[config.mk]
export PLATFORM = sky130hd
export DESIGN_NAME = mips_multicycle_controller
export DESIGN_NICKNAME = d
export VERILOG_FILES = /design/src/rtl/mips_mc_pkg.sv /design/src/rtl/mc_alu_control.sv /design/src/rtl/mips_multicycle_controller.sv
export SDC_FILE = /design/constraint.sdc
export NUM_CORES = 1
export LEC_CHECK = 0
export ABC_AREA = 1
export CAP_MARGIN = 20
export CORE_UTILIZATION = 30
export CTS_CLUSTER_DIAMETER = 30
export DETAILED_ROUTE_END_ITERATION = 16
export REMOVE_ABC_BUFFERS = 1
export SLEW_MARGIN = 30
export SYNTH_ARGS = -nofsm -noshare
export SYNTH_HDL_FRONTEND = slang
export SYNTH_HIERARCHICAL = 1
export SYNTH_SLANG_ARGS = --single-unit
[constraint.sdc]
create_clock -name clk -period 1.6 [get_ports clk]
set_clock_uncertainty 0.1 [all_clocks]
set_input_delay 0.32 -clock clk [delete_from_list [all_inputs] [get_ports clk]]
set_output_delay 0.32 -clock clk [all_outputs]
set_load 0.1 [all_outputs]
[src/rtl/mips_mc_pkg.sv]
// Shared encodings for the multi-cycle MIPS controller.
// Holds the FSM state enum, opcode/func constants, ALU operation codes,
// datapath mux-select encodings and the bundled control-word struct.
package mips_mc_pkg;

  typedef enum logic [3:0] {
    S_FETCH     = 4'd0,
    S_DECODE    = 4'd1,
    S_MEM_ADR   = 4'd2,
    S_MEM_READ  = 4'd3,
    S_MEM_WB    = 4'd4,
    S_MEM_WRITE = 4'd5,
    S_R_EXEC    = 4'd6,
    S_R_WB      = 4'd7,
    S_I_EXEC    = 4'd8,
    S_I_WB      = 4'd9,
    S_BRANCH    = 4'd10,
    S_JUMP      = 4'd11,
    S_JR        = 4'd12,
    S_JAL       = 4'd13
  } state_e;

  // Opcodes (IR[31:26])
  localparam logic [5:0] OP_R    = 6'b000000;
  localparam logic [5:0] OP_LW   = 6'b100011;
  localparam logic [5:0] OP_SW   = 6'b101011;
  localparam logic [5:0] OP_BEQ  = 6'b000100;
  localparam logic [5:0] OP_ADDI = 6'b001000;
  localparam logic [5:0] OP_SLTI = 6'b001010;
  localparam logic [5:0] OP_J    = 6'b000010;
  localparam logic [5:0] OP_JAL  = 6'b000011;

  // R-type func field (IR[5:0])
  localparam logic [5:0] FN_ADD = 6'b100000;
  localparam logic [5:0] FN_SUB = 6'b100010;
  localparam logic [5:0] FN_AND = 6'b100100;
  localparam logic [5:0] FN_OR  = 6'b100101;
  localparam logic [5:0] FN_SLT = 6'b101010;
  localparam logic [5:0] FN_JR  = 6'b001000;

  // ALU operation codes
  localparam logic [2:0] ALU_AND = 3'b000;
  localparam logic [2:0] ALU_OR  = 3'b001;
  localparam logic [2:0] ALU_ADD = 3'b010;
  localparam logic [2:0] ALU_SUB = 3'b110;
  localparam logic [2:0] ALU_SLT = 3'b111;

  // Mux selects
  localparam logic       IORD_PC     = 1'b0;
  localparam logic       IORD_ALUOUT = 1'b1;
  localparam logic       SRCA_PC     = 1'b0;
  localparam logic       SRCA_REG    = 1'b1;
  localparam logic [1:0] SRCB_REG    = 2'b00;
  localparam logic [1:0] SRCB_FOUR   = 2'b01;
  localparam logic [1:0] SRCB_IMM    = 2'b10;
  localparam logic [1:0] SRCB_IMM_SH = 2'b11;
  localparam logic [1:0] PCSRC_ALU    = 2'b00;
  localparam logic [1:0] PCSRC_ALUOUT = 2'b01;
  localparam logic [1:0] PCSRC_JUMP   = 2'b10;
  localparam logic [1:0] PCSRC_REG    = 2'b11;
  localparam logic [1:0] REGDST_RT = 2'b00;
  localparam logic [1:0] REGDST_RD = 2'b01;
  localparam logic [1:0] REGDST_RA = 2'b10;
  localparam logic [1:0] M2R_ALUOUT = 2'b00;
  localparam logic [1:0] M2R_MDR    = 2'b01;
  localparam logic [1:0] M2R_PC     = 2'b10;

  // Full control word driven each cycle
  typedef struct packed {
    logic       pc_ld;
    logic       i_or_d;
    logic       mem_read;
    logic       mem_write;
    logic       ir_write;
    logic       alu_src_a;
    logic [1:0] alu_src_b;
    logic [2:0] alu_op;
    logic [1:0] pc_src;
    logic [1:0] reg_dst;
    logic [1:0] mem_to_reg;
    logic       reg_write;
    logic       illegal;
  } ctrl_t;

endpackage

[src/rtl/mc_alu_control.sv]
// R-type func decoder.
// Ports:
//   func       in  6  IR[5:0]
//   alu_op     out 3  ALU operation for the ALU-type funcs (ADD when not legal)
//   func_legal out 1  func is one of add/sub/and/or/slt
// jr is intentionally not flagged legal here; the FSM recognises it itself
// because it routes to a different state rather than an ALU op.
module mc_alu_control
  import mips_mc_pkg::*;
(
  input  logic [5:0] func,
  output logic [2:0] alu_op,
  output logic       func_legal
);

  always_comb begin
    alu_op     = ALU_ADD;
    func_legal = 1'b1;
    case (func)
      FN_ADD:  alu_op = ALU_ADD;
      FN_SUB:  alu_op = ALU_SUB;
      FN_AND:  alu_op = ALU_AND;
      FN_OR:   alu_op = ALU_OR;
      FN_SLT:  alu_op = ALU_SLT;
      default: func_legal = 1'b0;
    endcase
  end

endmodule

[src/rtl/mips_multicycle_controller.sv]
// Moore-style control FSM for a multi-cycle MIPS datapath with a shared,
// possibly slow memory (memReady stalls FETCH / MEM_READ / MEM_WRITE).
// Ports:
//   clk, rst (sync, active-low)
//   opcode, func   IR fields
//   zero           ALU zero flag (qualifies pcLd in BRANCH)
//   memReady       memory completes current access this cycle
//   pcLd..illegal  datapath enables / mux selects; all forced 0 while rst=0
module mips_multicycle_controller
  import mips_mc_pkg::*;
(
  input  logic       clk,
  input  logic       rst,
  input  logic [5:0] opcode,
  input  logic [5:0] func,
  input  logic       zero,
  input  logic       memReady,
  output logic       pcLd,
  output logic       iOrD,
  output logic       memRead,
  output logic       memWrite,
  output logic       irWrite,
  output logic       aluSrcA,
  output logic [1:0] aluSrcB,
  output logic [2:0] aluOp,
  output logic [1:0] pcSrc,
  output logic [1:0] regDst,
  output logic [1:0] memToReg,
  output logic       regWrite,
  output logic       illegal
);

  state_e     state_q, state_d;
  ctrl_t      c, ctrl;
  logic [2:0] fn_alu_op;
  logic       fn_legal;

  mc_alu_control u_alu_ctl (
    .func       (func),
    .alu_op     (fn_alu_op),
    .func_legal (fn_legal)
  );

  always_ff @(posedge clk) begin
    if (!rst) state_q <= S_FETCH;
    else      state_q <= state_d;
  end

  always_comb begin
    state_d = S_FETCH;
    c       = '0;
    case (state_q)
      S_FETCH: begin
        c.i_or_d    = IORD_PC;
        c.mem_read  = 1'b1;
        c.alu_src_a = SRCA_PC;
        c.alu_src_b = SRCB_FOUR;
        c.alu_op    = ALU_ADD;
        c.pc_src    = PCSRC_ALU;
        // IR and PC+4 only commit once the instruction word is actually back
        c.ir_write  = memReady;
        c.pc_ld     = memReady;
        state_d     = memReady ? S_DECODE : S_FETCH;
      end
      S_DECODE: begin
        // Speculatively compute the branch target into ALUOut
        c.alu_src_a = SRCA_PC;
        c.alu_src_b = SRCB_IMM_SH;
        c.alu_op    = ALU_ADD;
        case (opcode)
          OP_R: begin
            if (func == FN_JR) state_d = S_JR;
            else if (fn_legal) state_d = S_R_EXEC;
            else               c.illegal = 1'b1;
          end
          OP_LW, OP_SW:     state_d = S_MEM_ADR;
          OP_ADDI, OP_SLTI: state_d = S_I_EXEC;
          OP_BEQ:           state_d = S_BRANCH;
          OP_J:             state_d = S_JUMP;
          OP_JAL:           state_d = S_JAL;
          default:          c.illegal = 1'b1;
        endcase
      end
      S_MEM_ADR: begin
        c.alu_src_a = SRCA_REG;
        c.alu_src_b = SRCB_IMM;
        c.alu_op    = ALU_ADD;
        state_d     = (opcode == OP_SW) ? S_MEM_WRITE : S_MEM_READ;
      end
      S_MEM_READ: begin
        c.i_or_d   = IORD_ALUOUT;
        c.mem_read = 1'b1;
        state_d    = memReady ? S_MEM_WB : S_MEM_READ;
      end
      S_MEM_WB: begin
        c.reg_dst    = REGDST_RT;
        c.mem_to_reg = M2R_MDR;
        c.reg_write  = 1'b1;
      end
      S_MEM_WRITE: begin
        c.i_or_d    = IORD_ALUOUT;
        c.mem_write = 1'b1;
        state_d     = memReady ? S_FETCH : S_MEM_WRITE;
      end
      S_R_EXEC: begin
        c.alu_src_a = SRCA_REG;
        c.alu_src_b = SRCB_REG;
        c.alu_op    = fn_alu_op;
        state_d     = S_R_WB;
      end
      S_R_WB: begin
        c.reg_dst    = REGDST_RD;
        c.mem_to_reg = M2R_ALUOUT;
        c.reg_write  = 1'b1;
      end
      S_I_EXEC: begin
        c.alu_src_a = SRCA_REG;
        c.alu_src_b = SRCB_IMM;
        c.alu_op    = (opcode == OP_SLTI) ? ALU_SLT : ALU_ADD;
        state_d     = S_I_WB;
      end
      S_I_WB: begin
        c.reg_dst    = REGDST_RT;
        c.mem_to_reg = M2R_ALUOUT;
        c.reg_write  = 1'b1;
      end
      S_BRANCH: begin
        c.alu_src_a = SRCA_REG;
        c.alu_src_b = SRCB_REG;
        c.alu_op    = ALU_SUB;
        c.pc_src    = PCSRC_ALUOUT;
        c.pc_ld     = zero;
      end
      S_JUMP: begin
        c.pc_src = PCSRC_JUMP;
        c.pc_ld  = 1'b1;
      end
      S_JR: begin
        c.pc_src = PCSRC_REG;
        c.pc_ld  = 1'b1;
      end
      S_JAL: begin
        // PC already holds PC+4, so it is the link value written to $31
        c.pc_src     = PCSRC_JUMP;
        c.pc_ld      = 1'b1;
        c.reg_dst    = REGDST_RA;
        c.mem_to_reg = M2R_PC;
        c.reg_write  = 1'b1;
      end
      default: ; // unused encodings: all outputs 0, recover to FETCH
    endcase
  end

  // Outputs are killed combinationally while reset is held
  assign ctrl = rst ? c : '0;

  assign pcLd     = ctrl.pc_ld;
  assign iOrD     = ctrl.i_or_d;
  assign memRead  = ctrl.mem_read;
  assign memWrite = ctrl.mem_write;
  assign irWrite  = ctrl.ir_write;
  assign aluSrcA  = ctrl.alu_src_a;
  assign aluSrcB  = ctrl.alu_src_b;
  assign aluOp    = ctrl.alu_op;
  assign pcSrc    = ctrl.pc_src;
  assign regDst   = ctrl.reg_dst;
  assign memToReg = ctrl.mem_to_reg;
  assign regWrite = ctrl.reg_write;
  assign illegal  = ctrl.illegal;

endmodule

==> results of run 1 <==
==> cells by family after synthesis <==
group,share of synthesized area [%]
AOI/OAI and AO/OA,13.0
xor gates and xnor gates,1.14
DFF,10.4
buffers and inverters,14.6
and+or+nand+nor,60.9
==> stage by stage <==
step           cell area [sq um]  cells  hold slack [ps]
2_1_floorplan                759    159              318
3_3_place_gp                1620    262              753
3_5_place_dp                1620    262              742
4_1_cts                     2180    293              471
==> what timing repair did <==
action | 4_1_cts
pin swaps | 41
endpoints found under the hold margin | 0
gates resized for setup | 154
buffers inserted | 29
setup endpoints to repair | 21
==> metrics.md, run 1 <==
| Metric | Value |
|---|---|
| Post-Syn Instances | 161 |
| Top post-synthesis cells by area | nand2_1 20%, nor2_1 19%, inv_1 12% |
| Synth Cell Area | roughly 770 sq um |
| Initial Util | 31.4% |
| EDFF count, synth | 0 |
| Failed at | global routing (5_1_grt) |
| Yosys warning count | 6 |
| Die Width | ~53 microns |
| Asr flop ratio synth | 0% |
| Number of port buffers | 34 |
| Share of the synthesized area in the top cell type | between 15 and 20% |
| Worst-path end type | output port |
| Largest net degree at the start of global routing | 16 |
| Clock buffer depth | 2 |
| Clock sink count | 4 |
| Rows | 18 |
| Status | stopped before the end |
| Most numerous cell in the Yosys netlist | nand2_1 |
| Cell taking the most area after synthesis | nand2_1 |
| CTS root buffer | clkbuf_4 |
| Post-synthesis sequential area ratio | 10.4% |
| Die Y-Extent | 52.7 microns |
| Number of synthesized register bits | 4 |
| H-tree depth | 1 |
| Detailed Place HPWL | 2.27 mm |
| Synthesized area per cell | 4.79 sq um |
| Ports | 35 |
| Grt repair worst endpoint | illegal |
| Most frequent cells after synthesis | 41 x nand2_1, 40 x nor2_1, 24 x inv_1, 13 x nand3_1, 10 x a21oi_1 |
| Yosys cell types | 23 |
| Run Error | [ERROR DPL-0038] Utilization greater than 100%, impossible to legalize |
| TritonCTS Buffers | 3 |
| Final Wtd Congestion | 0.921 |
| CTS Hold Bufs | 0 |
| Dpl ws | -882 ps |
| Top_reg_cell synth | dfxtp_1 |
==> run 2: changes to the inputs <==
--- a/config.mk
+++ b/config.mk
@@ -7,9 +7,9 @@
 export LEC_CHECK = 0
 export ABC_AREA = 1
 export CAP_MARGIN = 20
-export CORE_UTILIZATION = 30
-export CTS_CLUSTER_DIAMETER = 30
+export CORE_UTILIZATION = 20
 export DETAILED_ROUTE_END_ITERATION = 16
+export PLACE_DENSITY_LB_ADDON = 0.15
 export REMOVE_ABC_BUFFERS = 1
 export SLEW_MARGIN = 30
 export SYNTH_ARGS = -nofsm -noshare
==> run 2 against run 1 <==
Effect of this change: the flow now finishes, with violations (negative setup slack); synthesized area unchanged; synthesized cell count is the same.
==> metrics.md, run 2 <==
| Metric | Value |
|---|---|
| Status | finished, violations left (was stopped before the end) |
| Violated checks | negative setup slack |
| Placed cells | 277 (was 262) |
| Commonest non-fill, non-tap cell in the layout | buf_4 |
| Final Hold Viols | 0 |
| Drt first-iter violations | 33 |
| Yosys cell types | 23 (unchanged) |
| Post-route ant nets | 0 |
| Hold crit path type | input pin to flop |
| CTS root buffer | clkbuf_8 (was clkbuf_4) |
| Final WL | 3.74 mm |
| Filler Cells Inserted | just under 300 |
| Crit start category | input pin |
| Required @ worst endpoint | 1640 ps |
| Initial Util | 20.9% (was 31.4%) |
| Dpl cell area | 0.00162 sq mm (unchanged) |
| Sequential power share | 14.0% |
| Die Y-Extent | 64.1 microns (was 52.7 microns) |
| Final worst path period share | 126% |
| Setup violations, final | 20 |
| Die Width | 64.1 microns (was 52.7 microns) |
| Number of synthesized register bits | 4 (unchanged) |
| Synth Cell Area | 771 sq um (unchanged) |
| Fin worst setup slack | -417 ps |
| Slew HR | ~86% |
| Post-synthesis sequential area ratio | 10.4% (unchanged) |
| Reg2Reg Setup Slack | about 130 ps |
| First-pass GRT wire length | 5.80 mm |
| Cell taking the most area after synthesis | nand2_1 (unchanged) |
| P_sw | 0.302 mW |
| CP Class | input pin to flop |
| Share of the synthesized area in the top cell type | 20.0% (unchanged) |
| Drt drc | 0 |
| Number of port buffers | 34 (unchanged) |
| Top reg by flops | state_q |
| Final Wtd Congestion | 0.808 (was 0.921) |
| Hold Worst Slack | around 440 ps |
| RSZ-0062 raised after global routing | true |
| Largest net degree at the start of global routing | 16 |
| Crit path DAT | between 2000 and 2500 ps |
| Switching Share | 39.6% |
| Commonest non-fill, non-tap cells in the layout | 52 x buf_4, 20 x nor2_1, 20 x buf_12 |
| CP Capture Type | flop |
| Top flop regs | state_q x4 |
| Total power | 0.762 mW |
| Pint | 0.460 mW |
| Clock sink count | 4 (unchanged) |
| Power Dens Cells | between 300 and 400 mW/mm^2 |
| Clock buffer depth | 2 (unchanged) |
| Synthesized area per cell | 4.79 sq um (unchanged) |
| Most numerous cell in the Yosys netlist | nand2_1 (unchanged) |
| Slew Limit Fails | 0 |
| Most frequent cells after synthesis | 41 x nand2_1, 40 x nor2_1, 24 x inv_1, 13 x nand3_1, 10 x a21oi_1 (unchanged) |
| Top_reg_cell synth | dfxtp_1 (unchanged) |
| Final instance area | 0.00236 sq mm |
| Tot GR Track Use | 17.3% |
| Max reg flops | 4 |
| # nets final | 278 |
| Rows | 22 (was 18) |
| Number of vias per cell | 4.55 |
| Core Box Area | between 0.003 and 0.004 sq mm |
| Crit Path Max Fanout | 4 |
| MaxCap Viol Count | 0 |
| TritonRoute pass-1 iters | 4 |
| Clk slew on worst S/H paths | 30 ps |
| Detailed Place HPWL | 2.43 mm (was 2.27 mm) |
| Ports | 35 (unchanged) |
| Vias in the first global route | approximately 1500 |
| EDFF count, synth | 0 (unchanged) |
| VDD IR max | 0.146 mV |
| Die footprint | 0.00411 sq mm |
| CTS tree | yes |
| Antenna diodes | 0 |
| Non-filler cells in the finished layout | ~300 |
| Share of cells above drive strength 1 | 74.6% |
| Clk Latency, worst-skew pair | 210 ps |
| Vias post-DR | 1400 |
| TritonCTS Buffers | 3 (unchanged) |
| FMAX | 496 MHz |
| H-tree depth | 1 (unchanged) |
| Worst-Margin Slew | 202 ps |
| Wire length per cell | 12.1 microns |
| Top post-synthesis cells by area | nand2_1 20%, nor2_1 19%, inv_1 12% (unchanged) |
| Pleak | around 1.1 nW |
| Post-Syn Instances | 161 (unchanged) |
| Minimum clock period | approximately 2000 ps |
| Area grow syn2layout | 207% |
| Combinational fraction of design power | approximately three fifths |
| Initial antenna violation count | 0 |
| Yosys warning count | 6 (unchanged) |
| Clk pwr share | 27.0% |
| Asr flop ratio synth | 0% (unchanged) |
| Remaining Overflow, GRT | 0 |
==> run 2: path summary, 6_finish.rpt <==
kind,cells after the start,endpoint,start
min,4,state_q[0]$_SDFF_PN0_,rst
min reg2reg,5,state_q[2]$_SDFF_PN0_,state_q[0]$_SDFF_PN0_
max reg2reg,10,state_q[2]$_SDFF_PN0_,state_q[2]$_SDFF_PN0_
max,18,state_q[2]$_SDFF_PN0_,func[0]
==> run 2: final cells by class <==
class	instances	area [sq um]	area share, %
clock buffer	3	41.3	1.75
inverter	27	133	5.61
timing repair buffer	98	1070	45.4
multi-input combinational	128	961	40.6
sequential	4	95.1	4.02
tap	48	60.1	2.54
==> run 2: worst max-delay path, cell delays in order <==
cell	delay, ps
buf_8	100
nor2_1	190
nand3_2	110
nand2_2	80
nor2_1	50
nand2_1	70
inv_1	50
nand2_1	80
nand2_2	70
buf_6	120
buf_4	120
buf_4	120
buf_4	120
buf_4	120
buf_4	120
nand2_2	50
nand2_2	50
a21oi_2	120
==> run 2: per-layer routing <==
metal	wire length, microns	part of all wire, %	GRT usage (%)
met1	1230	33	15.3
met2	2320	62	39.4
met3	141	3.8	1.79
met4	44	1.2	3.69
met5	0	0	0
==> run 2: metrics by stage <==
step	setup WS (ps)	util [%]	TNS, ps
3_5_place_dp	-846	43.9	-9350
6_report	-417	64.1	-4290
2_1_floorplan	-3240	-	-22470
5_1_grt	-492	64.1	-5400
3_3_place_gp	-828	43.9	-8620
4_1_cts	-384	58.9	-3700
==> run 2: cell families after synthesis <==
group,count (synthesis),share of synthesized area [%]
compound gates,18,13.0
buf+inv,29,14.6
simple gates,109,60.9
xor+xnor,1,1.14
flops,4,10.4
==> run 2: repair_timing <==
action / in CTS / in global routing
pin swaps: 39 / 40
resized for setup: 166 / 44
setup endpoints to repair: 22 / 21
setup buffers: 24 / 8
hold buffers: 0 / 0
==> run 2: power groups by stage <==
stage	sequential [mW]	clock [mW]	combinational, mW
6_report	0.107	0.206	0.449
5_1_grt	0.107	0.217	0.472
4_1_cts	0.108	0.207	0.408
3_5_place_dp	0.108	0	0.332
3_3_place_gp	0.108	0	0.327
2_1_floorplan	0.108	0	0.160
Power figures use the tool's default switching activity.
